File: src/rtl/gpu_operand_pkg.sv
// gpu_operand_pkg
//   Shared constants and types for the operand read path: the lane geometry of a
//   vector register, the identity swizzle code, FP32 field positions, the packed
//   lane-vector type and the swizzle helper used by operand_split.
package gpu_operand_pkg;

  localparam int LANES  = 4;
  localparam int LANE_W = 32;
  localparam int VEC_W  = LANES * LANE_W;

  // Output lane k takes source lane k (3,2,1,0 packed two bits each).
  localparam logic [2*LANES-1:0] SWZ_IDENTITY = 8'hE4;

  localparam int SIGN_BIT = 31;
  localparam int EXP_MSB  = 30;
  localparam int EXP_LSB  = 23;

  // Lane 0 sits in the low 32 bits of the vector.
  typedef logic [LANES-1:0][LANE_W-1:0] lane_vec_t;

  // Output lane k = src[swz[2k+1:2k]].
  function automatic lane_vec_t swizzle_lanes(input lane_vec_t src,
                                              input logic [2*LANES-1:0] swz);
    lane_vec_t res;
    for (int k = 0; k < LANES; k++) begin
      res[k] = src[swz[2*k +: 2]];
    end
    return res;
  endfunction

endpackage

File: src/rtl/operand_lane_mod.sv
// operand_lane_mod
//   Single-lane combinational source-modifier: optional flush-to-zero of
//   denormals, then abs (clear sign), then neg (invert sign). Only the sign bit
//   is touched by abs/neg; NaNs get the same sign handling as any other value.
//   Build option: OPERAND_SPLIT_FTZ_EN enables the denormal flush.
// Ports:
//   lane_i  FP32 operand after swizzle
//   abs_i   clear sign bit
//   neg_i   invert sign bit (after abs)
//   lane_o  modified operand
module operand_lane_mod
  import gpu_operand_pkg::*;
(
  input  logic [LANE_W-1:0] lane_i,
  input  logic              abs_i,
  input  logic              neg_i,
  output logic [LANE_W-1:0] lane_o
);

  logic [LANE_W-1:0] ftz_lane;

`ifdef OPERAND_SPLIT_FTZ_EN
  logic is_denorm;

  assign is_denorm = (lane_i[EXP_MSB:EXP_LSB] == '0) && (lane_i[EXP_LSB-1:0] != '0);
  // Denormal becomes a zero of the same sign.
  assign ftz_lane  = is_denorm ? {lane_i[SIGN_BIT], {SIGN_BIT{1'b0}}} : lane_i;
`else
  assign ftz_lane  = lane_i;
`endif

  always_comb begin
    lane_o           = ftz_lane;
    lane_o[SIGN_BIT] = (ftz_lane[SIGN_BIT] & ~abs_i) ^ neg_i;
  end

endmodule

File: src/rtl/operand_split.sv
// operand_split
//   Read-side operand stage: splits a 128-bit register read into four FP32
//   lanes, applies the per-instruction swizzle and abs/neg modifiers, and hands
//   the lanes plus tag to execute through a one-deep output register backed by
//   a skid register (valid/ready on both sides, 1-cycle latency).
//   Build option: OPERAND_SPLIT_FTZ_EN flushes denormal lanes to signed zero.
// Ports:
//   clk, rst            clock (rising edge), asynchronous active-high reset
//   flush               synchronous kill of all buffered operands
//   in_valid/in_ready   RF read handshake; in_ready depends only on skid state
//   in_data             128-bit register read, lane 0 = bits 31:0
//   in_swizzle          2-bit source select per output lane
//   in_abs, in_neg      sign modifiers applied to every lane
//   in_tag              instruction tag carried with the operands
//   out_valid/out_ready execute-side handshake
//   out_lane_0..3       processed lane operands
//   out_tag             tag of the presented operands
//
// Occupancy, encoded as {out_valid, skid_valid}:
//   state | meaning
//   EMPTY | 00: nothing buffered, input accepted into output register
//   ONE   | 10: output register holds operands, skid free
//   FULL  | 11: output stalled and skid holds the next operands, in_ready=0
module operand_split
  import gpu_operand_pkg::*;
#(
  parameter int TAG_W = 6
) (
  input  logic              clk,
  input  logic              rst,
  input  logic              flush,
  input  logic              in_valid,
  output logic              in_ready,
  input  logic [VEC_W-1:0]  in_data,
  input  logic [7:0]        in_swizzle,
  input  logic              in_abs,
  input  logic              in_neg,
  input  logic [TAG_W-1:0]  in_tag,
  output logic              out_valid,
  input  logic              out_ready,
  output logic [LANE_W-1:0] out_lane_0,
  output logic [LANE_W-1:0] out_lane_1,
  output logic [LANE_W-1:0] out_lane_2,
  output logic [LANE_W-1:0] out_lane_3,
  output logic [TAG_W-1:0]  out_tag
);

  lane_vec_t src_lanes;
  lane_vec_t swz_lanes;
  lane_vec_t mod_lanes;

  assign src_lanes = lane_vec_t'(in_data);
  assign swz_lanes = swizzle_lanes(src_lanes, in_swizzle);

  for (genvar k = 0; k < LANES; k++) begin : g_lane
    operand_lane_mod u_lane_mod (
      .lane_i (swz_lanes[k]),
      .abs_i  (in_abs),
      .neg_i  (in_neg),
      .lane_o (mod_lanes[k])
    );
  end

  logic             out_valid_q, out_valid_d;
  logic             skid_valid_q, skid_valid_d;
  lane_vec_t        out_lanes_q, out_lanes_d;
  lane_vec_t        skid_lanes_q, skid_lanes_d;
  logic [TAG_W-1:0] out_tag_q, out_tag_d;
  logic [TAG_W-1:0] skid_tag_q, skid_tag_d;

  logic in_fire;
  logic out_fire;

  // in_ready comes only from a register so no ready path runs upstream.
  assign in_ready = ~skid_valid_q;
  assign in_fire  = in_valid & in_ready & ~flush;
  assign out_fire = out_valid_q & out_ready;

  always_comb begin
    out_valid_d  = out_valid_q;
    skid_valid_d = skid_valid_q;
    out_lanes_d  = out_lanes_q;
    out_tag_d    = out_tag_q;
    skid_lanes_d = skid_lanes_q;
    skid_tag_d   = skid_tag_q;

    if (flush) begin
      // Data registers keep their contents; only the valids are killed.
      out_valid_d  = 1'b0;
      skid_valid_d = 1'b0;
    end else if (!out_valid_q) begin
      if (in_fire) begin
        out_valid_d = 1'b1;
        out_lanes_d = mod_lanes;
        out_tag_d   = in_tag;
      end
    end else if (!skid_valid_q) begin
      if (in_fire && out_fire) begin
        out_lanes_d = mod_lanes;
        out_tag_d   = in_tag;
      end else if (in_fire) begin
        skid_valid_d = 1'b1;
        skid_lanes_d = mod_lanes;
        skid_tag_d   = in_tag;
      end else if (out_fire) begin
        out_valid_d = 1'b0;
      end
    end else begin
      if (out_fire) begin
        skid_valid_d = 1'b0;
        out_lanes_d  = skid_lanes_q;
        out_tag_d    = skid_tag_q;
      end
    end
  end

  always_ff @(posedge clk or posedge rst) begin
    if (rst) begin
      out_valid_q  <= 1'b0;
      skid_valid_q <= 1'b0;
      out_lanes_q  <= '0;
      out_tag_q    <= '0;
      skid_lanes_q <= '0;
      skid_tag_q   <= '0;
    end else begin
      out_valid_q  <= out_valid_d;
      skid_valid_q <= skid_valid_d;
      out_lanes_q  <= out_lanes_d;
      out_tag_q    <= out_tag_d;
      skid_lanes_q <= skid_lanes_d;
      skid_tag_q   <= skid_tag_d;
    end
  end

  assign out_valid  = out_valid_q;
  assign out_lane_0 = out_lanes_q[0];
  assign out_lane_1 = out_lanes_q[1];
  assign out_lane_2 = out_lanes_q[2];
  assign out_lane_3 = out_lanes_q[3];
  assign out_tag    = out_tag_q;

endmodule

File: config.mk
export PLATFORM = sky130hd
export DESIGN_NAME = operand_split
export DESIGN_NICKNAME = d
export VERILOG_FILES = /design/src/rtl/gpu_operand_pkg.sv /design/src/rtl/operand_lane_mod.sv /design/src/rtl/operand_split.sv
export SDC_FILE = /design/constraint.sdc
export NUM_CORES = 1
export LEC_CHECK = 0
export CAP_MARGIN = 20
export CORE_UTILIZATION = 45
export DETAILED_ROUTE_END_ITERATION = 7
export PLACE_DENSITY = 0.74
export SYNTH_ARGS = -nofsm -noshare
export SYNTH_HDL_FRONTEND = slang
export SYNTH_SLANG_ARGS = --single-unit
File: constraint.sdc
create_clock -name clk -period 12.8 [get_ports clk]
set_input_delay 3.84 -clock clk [delete_from_list [all_inputs] [get_ports clk]]
set_output_delay 3.84 -clock clk [all_outputs]
set_load 0.01 [all_outputs]
==> impl_metrics.ini, run 1 <==
[cts]
numCtsBuffers = 29
cts_max_level = 1
cts_resized = 0
root_buffer = clkbuf_16
ctsLongestPathBuffers = 3
hold_buffers = 0
cts_sinks = 270
cts_tree = yes
clk_latency_ns = 0.55
clk_pin_slew_worst_paths_ns = 0.06
post_cts_buffers = 0

[route]
wl_met3_um = 3440
met1_length_um = 16600
drtIter0Drc = 909
highest_layer = met5
routed_wirelength_um = 40100
dr_wl_met2_um = 19100
drt_first_pass_iters = 4
vias = 10986
drtAntennaViolNets = 0
vias_per_cell = 5.93
drc = 0
wl_per_cell_um = 21.6

[critical_path]
worst-path-max-fanout = 72
reg2reg_slack_ns = 9.40
crit_required_ns = 13.22
endpoint_kind = flip-flop
cpPeakStageDelay_ns = 0.90
crit_cells = 6
crit_path_frequent_cell = buf_4
worstSetupPathType = in -> reg
critPathArrivalTime_ns = 7.14
cp-start-kind = input port
crit_chain = clkdlybuf4s50_1 -> and2b_4 -> nor3b_4 -> buf_4 -> buf_4 -> mux2_2
r2r_cells = 5
crit_start = out_ready
crit_family = buffers and inverters
crit_buf_inv = 3
crit_path_top_delay_cell = buf_4
crit_end = skid_lanes_q[121]
r2r-start = skid_valid_q
r2r-end = skid_lanes_q[121]

[floorplan]
die_h_um = 181
core_area_mm2 = 0.0315
row_count = 65
dieArea_mm2 = 0.0327
start_util_pct = 45.7
die_x_um = 181
pin_count = 285

[global_routing]
grt_max_degree = 152
grt_pass1_vias = 11073
grt_pass1_wl_um = 63500
grt_use_total_pct = 24.8
antenna_found_initial = 6
grt_overflow = 0

[timing]
setup_tns_ns = 0
rsz0062_at_grt = no
finalHoldViolations = 0
finClkSkew_ns = 0.0128
setup_violations = 0
maxSlewViolCount = 0
worstMarginPinSlew_ns = 1.06
finalCritPeriodShare_pct = 52.5
slew_headroom_pct = 29.2
whs_ns = 0.485
fin_crit_ns = 6.72
timing.fmax_ghz = 0.149

[yosys]
avgSynthCellArea_um2 = 12.0
synthTopCellsByArea = dfrtp_1, mux4_2, a21oi_1
ys_seq_area_share_pct = 46.9
postSynthCellCount = 1204
synth_nets = 1353
yosys_warnings = 0
synth_area_mm2 = 0.0144
synth_seq_cells = 270
ys_types = 27
synth_top_area_share_pct = 46.9
synth_top_cell_by_area = dfrtp_1

[layout]
drive_above_1_share_pct = 21.2
n_fill_cell = 2545
areaGrowthSynthToFinish_pct = 25.2
final_common_cell = clkdlybuf4s50_1
final_util_pct = 57.3
final_cell_mix = clkdlybuf4s50_1, dfrtp_1, a21oi_1, nand2_1, nor2_1
layout.nets = 1579

[power_and_ir_drop]
ir_drop_mv = 0.0998
p_leak_nw = 7.47
power.density_mw_per_mm2 = 150

[place]
routabilityCongestion = 0.808
numPortBuffers = 284
place_hpwl_um = 24900

[min_path]
hold_class = reg -> reg
min_path_cells = 1

[run]
drv_cap = 0

[run_status]
status = finished clean
metrics by stage:
| stage | setup slack [ns] | instances | total power [mW] | instance area [µm²] |
|---|---|---|---|---|
| finish | 6.08 | 1853 | 2.71 | 18000 |
| global route | 6.00 | 1850 | 2.85 | 18000 |
| CTS | 6.17 | 1849 | 2.73 | 18000 |
| detailed placement | 5.61 | 1801 | 1.95 | 17200 |
| global placement | 5.64 | 1801 | 1.92 | 17200 |
| floorplan | 1.52 | 1204 | 1.60 | 14400 |
synth_stat cells, drive strengths merged:
cell type and n:
inv 3, a211o 1, nand2 141, dfrtp 270, o21ai 5, and2b 1, mux2 130, xnor2 4
a211oi 2, o22ai 4, a21oi 254, mux4 128, nor3b 1, a31oi 6, nand2b 5, nor2 135
nor2b 4, clkbuf 33, and2 1, buf 72, a22oi 4
cell type report:
cell class / count / area [µm²] / share of cell area (%)
Antenna cell: 4 / 10.0 / 0.0555
Inverter: 3 / 18.8 / 0.104
Sequential cell: 270 / 6760 / 37.5
Clock buffer: 40 / 807 / 4.48
Clock inverter: 8 / 43.8 / 0.243
Timing Repair Buffer: 300 / 2940 / 16.3
Tap cell: 402 / 503 / 2.79
Multi-Input combinational cell: 826 / 6950 / 38.6
routing by layer:
metal / up-vias / global-route usage [%]
met5: - / 0
li1: 4829 / -
met3: 64 / 6.55
met4: 4 / 6.53
met2: 447 / 38.7
met1: 5642 / 34.5
flip-flops by register name, summed over array words and instances (netlist names):
signal / count
skid_tag_q: 6
skid_valid_q: 1
out_valid: 1
out_lane_1: 32
out_tag: 6
skid_lanes_q: 128
out_lane_0: 32
out_lane_2: 32
out_lane_3: 32
where the power goes:
group	switching (mW)	internal, mW	leakage, nW
registers	0.135	1.08	3.14
logic	0.308	0.416	3.90
clock network	0.338	0.435	0.426
total	0.782	1.93	7.47
cells by family after synthesis:
group	synth area share, %
xor gates and xnor gates	0.243
buffers and inverters	4.95
muxes	30.2
and+or+nand+nor	7.83
AOI/OAI and AO/OA	9.85
DFF	46.9
how the worst min path moves through the flow:
stage | start | to | slack, ns
6_report | skid_tag_q[4] | skid_tag_q[4] | 0.48
3_3_place_gp | skid_lanes_q[27] | skid_lanes_q[27] | 0.47
5_1_grt | skid_lanes_q[28] | skid_lanes_q[28] | 0.50
2_1_floorplan | skid_tag_q[0] | skid_tag_q[0] | 0.46
3_5_place_dp | skid_tag_q[4] | skid_tag_q[4] | 0.47
4_1_cts | skid_tag_q[4] | skid_tag_q[4] | 0.49
(Power assumes the default switching activity.)
==> run 2: changes to the inputs <==
- clock period: 12.8 -> 6.9 ns (I/O delays scaled with it)
==> run 2 against run 1 <==
Compared with the run above: register-to-register slack got worse by 5.6 ns; routed wire length rose by 3.1%; sequential share of layout area fell by 0.060 points; clock skew barely moved; clock power rose by 90%; critical path type unchanged; largest power group unchanged.
==> impl_metrics.ini, run 2 (synthesized netlist as in run 1, its figures left out) <==
[cts]
hold_buffers = 0
numCtsBuffers = 29
cts_tree = yes
ctsLongestPathBuffers = 3
clk_pin_slew_worst_paths_ns = 0.06
post_cts_buffers = 0
cts_resized = 0
root_buffer = clkbuf_16
cts_max_level = 1
cts_sinks = 270
clk_latency_ns = 0.55

[floorplan]
row_count = 65
dieArea_mm2 = 0.0327
core_area_mm2 = 0.0315
pin_count = 285
die_x_um = 181
start_util_pct = 45.7
die_h_um = 181

[layout]
fin_area_mm2 = 0.0181
final_cell_mix = clkdlybuf4s50_1, dfrtp_1, a21oi_1, nand2_1, nor2_1
final_util_pct = 57.4
drive_above_1_share_pct = 21.4
layout.nets = 1581
largest_register = skid_lanes_q
largest_reg_flops = 128
areaGrowthSynthToFinish_pct = 25.4
final_common_cell = clkdlybuf4s50_1

[place]
numPortBuffers = 284
dpl_cell_area_mm2 = 0.0172
routabilityCongestion = 0.851
place_hpwl_um = 26100

[critical_path]
crit_path_frequent_cell = a21oi_1
worstSetupPathType = in -> reg
crit_buf_inv = 2
crit_path_top_delay_cell = a211o_4
cpPeakStageDelay_ns = 0.77
endpoint_kind = flip-flop
crit_required_ns = 7.35
critPathArrivalTime_ns = 4.72
crit_chain = clkdlybuf4s50_1 -> and2b_4 -> a211o_4 -> buf_4 -> a21oi_1 -> a21oi_1
crit_family = buffers and inverters
worst-path-max-fanout = 80
cp-start-kind = input port

[global_routing]
grt_pass1_wl_um = 64600
grt_overflow = 0
grt_pass1_vias = 11123
grt_max_degree = 143
grt_use_total_pct = 25.5
antenna_found_initial = 5

[route]
routed_wirelength_um = 41300
vias = 10976
drtAntennaViolNets = 0
drtIter0Drc = 983
drc = 0
drt_first_pass_iters = 5
vias_per_cell = 5.92
wl_per_cell_um = 22.3

[timing]
setup_violations = 0
setup_tns_ns = 0
finClkSkew_ns = 0.0125
slew_headroom_pct = 31.0
rsz0062_at_grt = no
maxSlewViolCount = 0
finalCritPeriodShare_pct = 61.8
whs_ns = 0.486
finalHoldViolations = 0
timing.fmax_ghz = 0.235
worstMarginPinSlew_ns = 1.03
fin_crit_ns = 4.26

[power_and_ir_drop]
power.density_mw_per_mm2 = 281
ir_drop_mv = 0.181
p_leak_nw = 7.49
power_mw = 5.08

[min_path]
hold_class = reg -> reg

[run_status]
status = finished clean

[run]
drv_cap = 0
[run 2: cell type report]
class,count,area (µm²)
tap,402,503
clock inverter,9,70.1
sequential,270,6760
inverter,3,15.0
antenna,2,5.00
clock buffer,39,803
multi-input combinational,826,6950
fill,2603,13400
timing repair buffer,302,2950
[run 2: report_power, final]
part           switching [mW]  leakage [nW]  internal [mW]  total, mW
combinational           0.580          3.91          0.773       1.35
clock                   0.629         0.439          0.842       1.47
sequential              0.252          3.14           2.00       2.25
total                    1.46          7.49           3.62       5.08
[run 2: worst paths after layout]
kind	start	end	slack, ns	cells after the start
min in group asynchronous	rst	out_lane_1[15]	1.91	2
worst max-delay path	out_ready	out_lane_2[7]	2.64	6
worst max register to register	out_valid	out_lane_2[7]	3.76	5
max in group asynchronous	rst	skid_lanes_q[64]	3.86	3
worst min-delay path	skid_tag_q[1]	skid_tag_q[1]	0.49	1
worst min register to register	skid_tag_q[1]	skid_tag_q[1]	0.49	1
[run 2: layer usage]
| layer | track usage (%) | up-vias | share of wire, % | wire (µm) |
|---|---|---|---|---|
| met3 | 5.74 | 70 | 8.0 | 3320 |
| met2 | 39.8 | 409 | 48 | 19700 |
| met4 | 6.32 | 4 | 2.1 | 867 |
| li1 | - | 4820 | - | - |
| met1 | 36.2 | 5673 | 42 | 17400 |
| met5 | 0 | - | 0.065 | 27 |
[run 2: per-stage QoR]
step,setup slack (ns),instances
floorplan,1.26,1204
global placement,2.24,1803
detailed placement,2.16,1803
CTS,2.67,1851
global route,2.50,1852
finish,2.64,1853
==> run 3: changes to the inputs <==
- PLACE_DENSITY: 0.74 -> 0.77
- clock period: 6.9 -> 3.5 ns (I/O delays scaled with it)
==> run 3 against run 2 <==
Compared with the run above: register-to-register slack lost 2.4 ns; critical endpoint is now skid_lanes_q[19]; clock power grew 100%; highest routed layer is now met4; power grew 100%; sequential share of layout area shrank 0.85 points; non-clock buffer count grew 23; sequential cell count is the same; die area is the same; largest cell class unchanged; final area grew 2.3%; via count grew 1.1%.
==> impl_metrics.ini, run 3 (synthesized netlist as in run 1, its figures left out) <==
[cts]
hold_buffers = 0
post_cts_buffers = 0
ctsLongestPathBuffers = 3
clk_latency_ns = 0.54
cts_tree = yes
root_buffer = clkbuf_16
clk_pin_slew_worst_paths_ns = 0.06
cts_resized = 0
numCtsBuffers = 28
cts_max_level = 1
cts_sinks = 270

[route]
vias_per_cell = 5.90
routed_wirelength_um = 41000
drtAntennaViolNets = 0
drtIter0Drc = 984
vias = 11095
wl_per_cell_um = 21.8
drc = 0
drt_first_pass_iters = 5

[layout]
layout.nets = 1603
largest_register = skid_lanes_q
final_cell_mix = clkdlybuf4s50_1, dfrtp_1, a21oi_1, nand2_1, nor2_1
fin_area_mm2 = 0.0185
areaGrowthSynthToFinish_pct = 28.4
final_cells = 1882
drive_above_1_share_pct = 22.6
final_common_cell = clkdlybuf4s50_1
final_util_pct = 58.7
largest_reg_flops = 128

[global_routing]
antenna_found_initial = 5
grt_pass1_wl_um = 64900
grt_pass1_vias = 11236
grt_overflow = 0
grt_use_total_pct = 25.4
grt_max_degree = 80

[timing]
rsz0062_at_grt = no
slew_headroom_pct = 43.0
whs_ns = 0.487
maxSlewViolCount = 0
finalCritPeriodShare_pct = 77.4
finClkSkew_ns = 0.0158
setup_violations = 0
timing.fmax_ghz = 0.369
worstMarginPinSlew_ns = 0.854
fin_crit_ns = 2.71
finalHoldViolations = 0

[floorplan]
die_x_um = 181
pin_count = 285
core_area_mm2 = 0.0315
dieArea_mm2 = 0.0327
die_h_um = 181
start_util_pct = 45.7
row_count = 65

[critical_path]
crit_required_ns = 3.92
worst-path-max-fanout = 37
cp-start-kind = input port
endpoint_kind = flip-flop
r2r-start = skid_valid_q
worstSetupPathType = in -> reg
critPathArrivalTime_ns = 3.13
r2r-end = skid_lanes_q[19]
r2r_cells = 5
reg2reg_slack_ns = 1.36

[min_path]
min_to = skid_lanes_q[27]
hold_class = reg -> reg
min_from = skid_lanes_q[27]
min_path_cells = 1

[run]
drv_cap = 0

[power_and_ir_drop]
p_leak_nw = 7.68
ir_drop_mv = 0.364
power_mw = 10.1
power.density_mw_per_mm2 = 549

[run_status]
status = finished clean

[place]
routabilityCongestion = 0.840
place_hpwl_um = 28500
dpl.cell_count = 1826
numPortBuffers = 284
dpl_cell_area_mm2 = 0.0175
[run 3: how the worst max path moves through the flow]
stage	startpoint	endpoint	cells after the start
after global routing	out_ready	skid_tag_q[4]	6
after floorplan	rst	out_lane_0[0]	1
after global placement	out_ready	skid_lanes_q[51]	6
final	out_ready	skid_lanes_q[19]	6
after CTS	out_valid	out_valid	1
after detailed placement	out_ready	skid_tag_q[4]	6
[run 3: through the flow]
stage                     TNS, ns  setup slack (ns)
final                           0             0.790
after global routing            0             0.700
after CTS                       0             0.813
after detailed placement        0             0.266
after global placement          0             0.332
after floorplan           -301.71             -1.12
[run 3: routing by layer]
metal	share of wire (%)	vias to the layer above	global-route usage (%)
met4	2.3	0	6.43
met3	8.8	74	5.91
li1	-	4889	-
met1	42	5631	36.5
met2	47	501	39.2
met5	0	-	0
[run 3: final cells by class]
| class | count | area, µm² |
|---|---|---|
| inverters | 3 | 15.0 |
| diodes | 5 | 12.5 |
| well taps | 402 | 503 |
| clock inverters | 7 | 73.8 |
| fillers | 2464 | 13000 |
| flip-flops and latches | 270 | 6760 |
| repair buffers | 325 | 3310 |
| multi-input cells | 826 | 6950 |
| clock buffers | 44 | 852 |
[run 3: critical path: stages]
cell	delay (ns)
clkdlybuf4s50_1	0.53
and2b_4	0.37
nor3b_4	0.24
buf_12	0.28
buf_4	0.26
mux2_2	0.36
[run 3: power breakdown]
part,leakage (nW),internal [mW],switching [mW],total (mW)
Clock,0.452,1.74,1.23,2.97
Combinational,4.08,1.56,1.15,2.70
Sequential,3.14,3.95,0.520,4.47
Total,7.68,7.25,2.90,10.1
==> RTL edit (flow settings as in run 3) <==
The package constant `LANE_W` goes from 32 to 40.
--- a/src/rtl/gpu_operand_pkg.sv
+++ b/src/rtl/gpu_operand_pkg.sv
@@ -5,7 +5,7 @@
 package gpu_operand_pkg;
 
   localparam int LANES  = 4;
-  localparam int LANE_W = 32;
+  localparam int LANE_W = 40;
   localparam int VEC_W  = LANES * LANE_W;
 
   // Output lane k takes source lane k (3,2,1,0 packed two bits each).
Ports: changed (5 resized); port bits go from 285 to 349. The function was not compared with the original's and may differ.
==> RTL edit against run 3 <==
Via count grew 27%. Power grew 24%. Worst setup slack lost 0.081 ns. Sequential share of layout area is essentially flat. Wire length grew 32%. Design area grew 24%. Clock skew shrank 0.0075 ns. Area after synthesis grew 22%. Combinational power grew 24%. Critical path type unchanged. Cell count grew 24%. Clock power grew 23%. Maximum frequency shrank 2.9%. Sequential cell count grew 64. First-iteration DRC count grew 26%.
==> RTL edit: results (changes against run 3) <==
metric,value,unit,change
largest net degree at the start of global routing,94,,+18%
Worst Hold Path EP,skid_lanes_q[28]$_DFFE_PP0P_,,
total track usage,27.47,%,+2.0 points
hold slack,0.4882,ns,+0.001634 ns
total number of vias,14080,,+27%
CTS H-tree lvls,2,,+1
Reg2Reg Setup Slack,1.24,ns,-0.12 ns
met1 wire length,20930,um,+22%
WL final,53950,um,+32%
IO Port Bufs,348,,+23%
count of unique library cells instantiated by Yosys,28,,+3.7%
First DRT Iteration DRCs,1240,,+26%
gpl congestion,0.8674,,+3.3%
vias per cell,6.039,,+2.4%
Clock Pin Slew Worst Setup and Hold Paths,0.06,ns,about the same
post-CTS setup buffers,0,,unchanged
Placed Cells,2266,,+24%
register area share after synthesis,47.65,%,+0.72 points
worst vdd ir,0.3698,mV,+1.5%
share of cells above drive strength 1,19.04,%,-3.6 points
crit-path max cell delay,0.51,ns,-0.02 ns
CP Capture Type,flop,,
Syn Inst Count,1481,,+23%
highest metal used,met4,,
global-route wire length before repair,83490,um,+29%
Worst Tran Pin Value,1.115,ns,+0.2601 ns
fin nets,1974,,+23%
pre-CTS setup slack,0.2320,ns,-0.03395 ns
Setup Skew,0.008302,ns,-0.007467 ns
HPWL after DPL,36140,um,+27%
outcome,finished clean,,
met2 GRT Util,45.73,%,+6.6 points
met1 GRT Util,35.95,%,-0.56 points
Worst EP arrival,3.17,ns,+0.04 ns
TritonCTS Buffers,36,,+29%
largest cells by area after synthesis,"dfrtp_1 48%, mux4_2 21%, a21oi_1 9.1%",,
register area,0.008358,mm^2,+24%
Yosys warning count,0,,unchanged
Post-CTS Resized,0,,unchanged
Fillers,2947,,+20%
syn_nets,1662,,+23%
GR Util met3,4.354,%,-1.6 points
routed wl met3,4358,um,+21%
min-delay src,skid_lanes_q[28]$_DFFE_PP0P_,,
metal2 WL,26990,um,+40%
Commonest cells post-synth,"334 x dfrtp_1, 318 x a21oi_1, 171 x nand2_1, 167 x nor2_1, 160 x mux4_2",,
Largest register FFs,160,,+25%
initial antenna violation count,3,,-2
worst skew pair latency,0.50,ns,-0.04 ns
Critical Path Fanout Max,37,,unchanged
Root Buffer,clkbuf_16,,
placed cell area,0.02176,mm^2,+24%
Crit Reg-Reg Endpoint,skid_lanes_q[47]$_DFFE_PP0P_,,
Leak,9.524,nW,+24%
via count of the first global-routing pass,14810,,+32%
==> RTL edit: area by class of cell <==
| cell class | instances | area share, % |
|---|---|---|
| diodes | 3 | 0.03282 |
| clock inverters | 8 | 0.3282 |
| multi-input cells | 1018 | 37.56 |
| repair buffers | 400 | 18.17 |
| clock buffers | 54 | 4.502 |
| well taps | 511 | 2.795 |
| flip-flops and latches | 334 | 36.54 |
| inverters | 3 | 0.06565 |
==> RTL edit: report_power, final <==
group | internal (mW) | switching, mW
Sequential | 4.89 | 0.669
Clock | 2.11 | 1.54
Combinational | 1.89 | 1.46
Total | 8.88 | 3.68
==> RTL edit: logic make-up after synthesis <==
group / count (synthesis) / synth area share (%)
xor gates and xnor gates: 4 / 0.1997
buffers and inverters: 129 / 3.545
and+or+nand+nor: 352 / 7.761
DFF: 334 / 47.65
AOI/OAI and AO/OA: 340 / 9.894
muxes: 322 / 30.95
==> RTL edit: critical path: cells and delay by family <==
kind	cells	cell delay [ns]
buf+inv	3	1.09
mux	1	0.37
simple gates	2	0.62
